File: src/rtl/bp_lite_to_stream.sv
// bp_lite_to_stream
// Splits one wide Lite memory message into a burst of narrow stream beats.
// Each beat repeats the header with an address that advances in
// critical-word-first order, wrapping inside the 2^size aligned region.
// Only one message is held at a time. The final beat can overlap with the
// accept of the next message, so back-to-back messages leave no bubble.
//
// Header layout, MSB to LSB:
//   {msg_type[3:0], addr[paddr_width_p-1:0], size[2:0], payload[payload_width_p-1:0]}
// The message on mem_i is {data[in_data_width_p-1:0], header}.
//
// Ports:
//   clk_i, reset_i  clock and asynchronous active-high reset
//   mem_i           Lite message (header plus wide data)
//   mem_v_i         Lite message valid
//   mem_ready_o     Lite ready; combinational in mem_ready_i only
//   mem_header_o    per-beat header with the advanced address
//   mem_data_o      per-beat data slice
//   mem_v_o         stream beat valid
//   mem_ready_i     stream ready
//   mem_lock_o      high on every beat except the last beat of a message
module bp_lite_to_stream #(
    parameter int unsigned paddr_width_p    = 40,
    parameter int unsigned payload_width_p  = 16,
    parameter int unsigned in_data_width_p  = 512,
    parameter int unsigned out_data_width_p = 64,
    parameter bit          master_p         = 1'b0,
    localparam int unsigned TYPE_W = 4,
    localparam int unsigned SIZE_W = 3,
    localparam int unsigned HDR_W  = TYPE_W + paddr_width_p + SIZE_W + payload_width_p,
    localparam int unsigned MSG_W  = HDR_W + in_data_width_p
) (
    input  logic                        clk_i,
    input  logic                        reset_i,
    input  logic [MSG_W-1:0]            mem_i,
    input  logic                        mem_v_i,
    output logic                        mem_ready_o,
    output logic [HDR_W-1:0]            mem_header_o,
    output logic [out_data_width_p-1:0] mem_data_o,
    output logic                        mem_v_o,
    input  logic                        mem_ready_i,
    output logic                        mem_lock_o
);

    localparam int unsigned NBEAT = in_data_width_p / out_data_width_p;
    localparam int unsigned CW    = (NBEAT > 1) ? $clog2(NBEAT) : 1;
    localparam int unsigned K     = $clog2(out_data_width_p / 8);
    localparam int unsigned SIZE_LSB = payload_width_p;
    localparam int unsigned ADDR_LSB = payload_width_p + SIZE_W;
    localparam int unsigned TYPE_LSB = ADDR_LSB + paddr_width_p;

    localparam logic [TYPE_W-1:0] MSG_WR    = 4'd1;
    localparam logic [TYPE_W-1:0] MSG_UC_WR = 4'd3;

    logic                        r_v;
    logic [CW-1:0]               r_cnt;
    logic [CW-1:0]               r_last;
    logic [HDR_W-1:0]            r_hdr;
    logic [in_data_width_p-1:0]  r_data;

    logic [TYPE_W-1:0]           w_in_type;
    logic [SIZE_W-1:0]           w_in_size;
    logic                        w_in_is_wr;
    logic                        w_in_carries;
    logic [CW-1:0]               w_in_last;
    logic                        w_accept;
    logic                        w_beat_fire;
    logic                        w_is_last;
    logic [paddr_width_p-1:0]    w_addr;
    logic [SIZE_W-1:0]           w_size;
    logic [paddr_width_p-1:0]    w_mask;
    logic [paddr_width_p-1:0]    w_offset;
    logic [paddr_width_p-1:0]    w_addr_o;
    logic [NBEAT-1:0][out_data_width_p-1:0] w_words;

    // Incoming header decode: does this message carry data, and how many beats
    assign w_in_type    = mem_i[TYPE_LSB +: TYPE_W];
    assign w_in_size    = mem_i[SIZE_LSB +: SIZE_W];
    assign w_in_is_wr   = (w_in_type == MSG_WR) || (w_in_type == MSG_UC_WR);
    assign w_in_carries = master_p ? w_in_is_wr : ~w_in_is_wr;

    always_comb begin
        w_in_last = '0;
        if (w_in_carries && (32'(w_in_size) > K)) begin
            w_in_last = CW'((32'd1 << (32'(w_in_size) - K)) - 32'd1);
        end
    end

    // Handshakes
    assign w_is_last   = (r_cnt == r_last);
    assign w_beat_fire = r_v & mem_ready_i;
    assign mem_ready_o = ~reset_i & (~r_v | (w_is_last & mem_ready_i));
    assign w_accept    = mem_v_i & mem_ready_o;

    // Control state: valid flag, beat counter, last-beat index
    always_ff @(posedge clk_i or posedge reset_i) begin
        if (reset_i) begin
            r_v    <= 1'b0;
            r_cnt  <= '0;
            r_last <= '0;
        end else if (w_accept) begin
            r_v    <= 1'b1;
            r_cnt  <= '0;
            r_last <= w_in_last;
        end else if (w_beat_fire) begin
            if (w_is_last) begin
                r_v   <= 1'b0;
                r_cnt <= '0;
            end else begin
                r_cnt <= r_cnt + CW'(1);
            end
        end
    end

    // Message holding register; contents are only meaningful while r_v is set
    always_ff @(posedge clk_i) begin
        if (w_accept) begin
            r_hdr  <= mem_i[HDR_W-1:0];
            r_data <= mem_i[HDR_W +: in_data_width_p];
        end
    end

    // Address advances by one beat's bytes and wraps inside the 2^size block
    assign w_addr   = r_hdr[ADDR_LSB +: paddr_width_p];
    assign w_size   = r_hdr[SIZE_LSB +: SIZE_W];
    assign w_mask   = (paddr_width_p'(1) << w_size) - paddr_width_p'(1);
    assign w_offset = paddr_width_p'(r_cnt) << K;
    assign w_addr_o = (32'(w_size) > K)
                    ? ((w_addr & ~w_mask) | ((w_addr + w_offset) & w_mask))
                    : w_addr;

    // Stream outputs
    assign w_words      = r_data;
    assign mem_data_o   = w_words[r_cnt];
    assign mem_header_o = {r_hdr[TYPE_LSB +: TYPE_W], w_addr_o, r_hdr[ADDR_LSB-1:0]};
    assign mem_v_o      = r_v;
    assign mem_lock_o   = r_v & (r_cnt != r_last);

    // Illegal configuration or message size
    always_ff @(posedge clk_i) begin
        assert (in_data_width_p % out_data_width_p == 0);
        if (!reset_i && w_accept) begin
            assert ((32'd1 << w_in_size) <= (in_data_width_p / 8));
        end
    end

endmodule

File: config.mk
export PLATFORM = sky130hd
export DESIGN_NAME = bp_lite_to_stream
export DESIGN_NICKNAME = d
export VERILOG_FILES = /design/src/rtl/bp_lite_to_stream.sv
export SDC_FILE = /design/constraint.sdc
export NUM_CORES = 1
export LEC_CHECK = 0
export ABC_AREA = 1
export BUFFER_PORTS_ARGS = -buffer_cell sky130_fd_sc_hd__buf_2
export CAP_MARGIN = 30
export CORE_AREA = 2 2 280 282
export CTS_CLUSTER_DIAMETER = 60
export DETAILED_ROUTE_END_ITERATION = 10
export DIE_AREA = 0 0 282 284
export SLEW_MARGIN = 20
export SYNTH_ARGS = -nofsm -noshare
export SYNTH_HDL_FRONTEND = slang
export SYNTH_SLANG_ARGS = --single-unit
File: constraint.sdc
create_clock -name clk_i -period 15.2 [get_ports clk_i]
set_input_delay 1.52 -clock clk_i [delete_from_list [all_inputs] [get_ports clk_i]]
set_output_delay 1.52 -clock clk_i [all_outputs]
set_load 0.05 [all_outputs]
==> impl_metrics.yaml <==
status:
  status: "completed"
detailed_routing:
  drt_iter0_drc: 1022
  wl_per_cell_um: 19.65
  firstDrtPassIters: 5
  totalWireLength_um: 68250
  via_per_inst: 4.672
  ant_nets: 0
  drc: 0
  num_vias: 16230
sta:
  tns_ns: 0
  rsz0062_at_grt: "no"
  fmax_ghz: 0.1751
  finalCriticalPeriod_ns: 5.710
  hold_ws_ns: 0.5232
  slew_headroom_pct: 36.19
  fin_skew_ns: 0.03032
  maxSlewViolCount: 0
  period_share_pct: 37.57
  setup_viol: 0
  worst_pin_slew_ns: 0.9572
  fin_ws_ns: 9.490
  hold_viol: 0
floorplan:
  io_pins: 709
  dieHeight_um: 284
  coreArea_um2: 76960
  initial_utilization_pct: 29.53
  die_w_um: 282
  rows: 102
  die_area_um2: 80090
grt:
  grt_first_pass_wirelength_um: 99130
  grt_start_max_net_pins: 162
  antenna_found_initial: 24
  overflow: 0
  grt_use_total_pct: 16.37
  grt_pass1_vias: 16770
logic_synthesis:
  synth_compound_area_share_pct: 9.393
  syn_area_per_cell_um2: 13.24
  syn_area_um2: 22720
  synth-simple-area-share_pct: 9.289
  synth_nets: 2304
  synthAdderAreaFrac_pct: 0.5286
  synth_mux_area_share_pct: 0
  synthDistinctLibCells: 30
  yosysSeqAreaShare_pct: 76.75
  ys_seq_elements: 582
  synthArstFlopShare_pct: 1.203
  synth_top_family_by_area: "compound AO/OA/AOI/OAI gates"
  synth_ff_type: "edfxtp_1"
  synth_edf_count: 575
  synthCells: 1716
  synth_xor_xnor_area_share_pct: 0.2313
  yosysWarningCount: 0
critical_path:
  end_kind: "output port"
  crit_type: "reg -> out"
  start_kind: "register"
  worstPathArrival_ns: 4.19
  cp.required_ns: 13.68
  path_max_fanout: 71
clocking:
  post_cts_buffers: 0
  cts_tree: "built"
  clockBufferDepth: 3
  root_buffer: "clkbuf_16"
  cts_buffers: 71
  cts-htree-levels: 3
  path_clk_slew_ns: 0.05
  hold_buffers: 0
  cts_resized: 0
  cts_sinks: 582
  clk_latency_ns: 0.59
run:
  cap_violations: 0
pwr:
  peakVddDrop_v: 0.0001560
  total_power_mw: 5.742
  power.density_nw_per_um2: 195.4
  p_leak_nw: 11.33
placed_design:
  gp_congestion: 0.8188
  io_buffers: 708
  post-dp-hpwl_um: 47440
  dp.cells: 3330
  place_ws_ns: 9.149
final_layout:
  nNetsFinal: 2954
  fin_cells: 3474
  seq_area_um2: 17450
  drive_above_1_share_pct: 34.75
  multiInputGateArea_um2: 4418
  nFillCells: 7430
  area_growth_pct: 29.34
worst_hold_path:
  hp-class: "reg -> reg"
## path summary, 6_finish.rpt
check                           slack [ns]      start  cells past startpoint          endpoint
min in group asynchronous             0.90    reset_i                      2           mem_v_o
max in group asynchronous            13.99    reset_i                      2          r_cnt[0]
worst min register to register        0.52  r_last[1]                      2         r_last[1]
worst max register to register        9.83   r_cnt[0]                     12       r_data[232]
worst max-delay path                  9.49   r_cnt[0]                     13  mem_header_o[42]
worst min-delay path                  0.52  r_last[1]                      2         r_last[1]
## cell usage in the layout (no fill, tap or decap), types with 15 or more instances in the layout
cell type,instances
buf_2,708
buf_4,15
clkbuf_1,16
clkbuf_16,72
diode_2,17
edfxtp_1,575
inv_1,30
nand2_1,235
nor2_1,273
o21ai_0,158
o21ai_1,102
o22ai_1,128
## Yosys cell counts, types with 3 or more instances
cell	n	area share, %
buf_4	24	0.79
clkbuf_1	81	1.3
inv_1	30	0.50
nand3_1	14	0.31
inv_2	4	0.066
buf_2	43	0.95
xor2_1	3	0.12
o21ai_0	158	3.5
buf_1	3	0.050
dfrtp_1	7	0.77
o21ai_1	102	2.2
nand2_1	235	3.9
o22ai_1	128	3.5
xnor2_1	3	0.12
a21oi_1	3	0.066
nand4_1	4	0.11
ha_1	8	0.44
nand3b_1	4	0.13
nor2_1	273	4.5
edfxtp_1	575	76
## state kept, by name, indices dropped and copies added (netlist names)
signal / flops
mem_v_o: 1
r_last: 3
r_hdr: 63
r_data: 512
r_cnt: 3
## routing by layer
metal / vias to the layer above / GRT usage [%] / wire, um
met5: - / 0 / 99
met4: 16 / 7.181 / 2596
met3: 143 / 4.355 / 5704
met2: 684 / 28.49 / 34170
met1: 7871 / 18.76 / 25680
li1: 7515 / - / -
## final cells by class
class / count / area share, %
timing repair buffer: 730 / 12.99
antenna: 17 / 0.1447
tap: 1040 / 4.427
inverter: 35 / 0.5151
clock buffer: 88 / 6.334
clock inverter: 36 / 1.175
multi-input combinational: 946 / 15.03
sequential: 582 / 59.38
## report_power, final
part           total (mW)  internal (mW)  switching (mW)
Clock                1.61          0.959           0.650
Sequential           2.12           2.01           0.111
Combinational        2.01          0.471            1.54
Total                5.74           3.44            2.30
## kinds of logic after synthesis
family | after synthesis
flops | 582
simple gates | 538
compound gates | 393
buf+inv | 188
fa+ha+maj | 9
xor+xnor | 6
## per-stage QoR
step                utilization, %  cell area (um2)
floorplan                        -            22720
global route                 38.17            29380
global placement             35.08            27000
finish                       38.19            29390
CTS                          38.04            29270
detailed placement           35.17            27070
## critical path, stage by stage, from the launching register on
cell and delay (ns):
dfrtp_4 0.97, buf_4 0.69, ha_1 0.29, inv_1 0.06, fa_1 0.37, inv_1 0.07
nand2_1 0.06, nand2_1 0.07, nand2_1 0.09, nor2_1 0.10, nand3b_1 0.17, nor2_1 0.16
xor2_1 0.18, buf_2 0.29
Power figures use the tool's default switching activity.
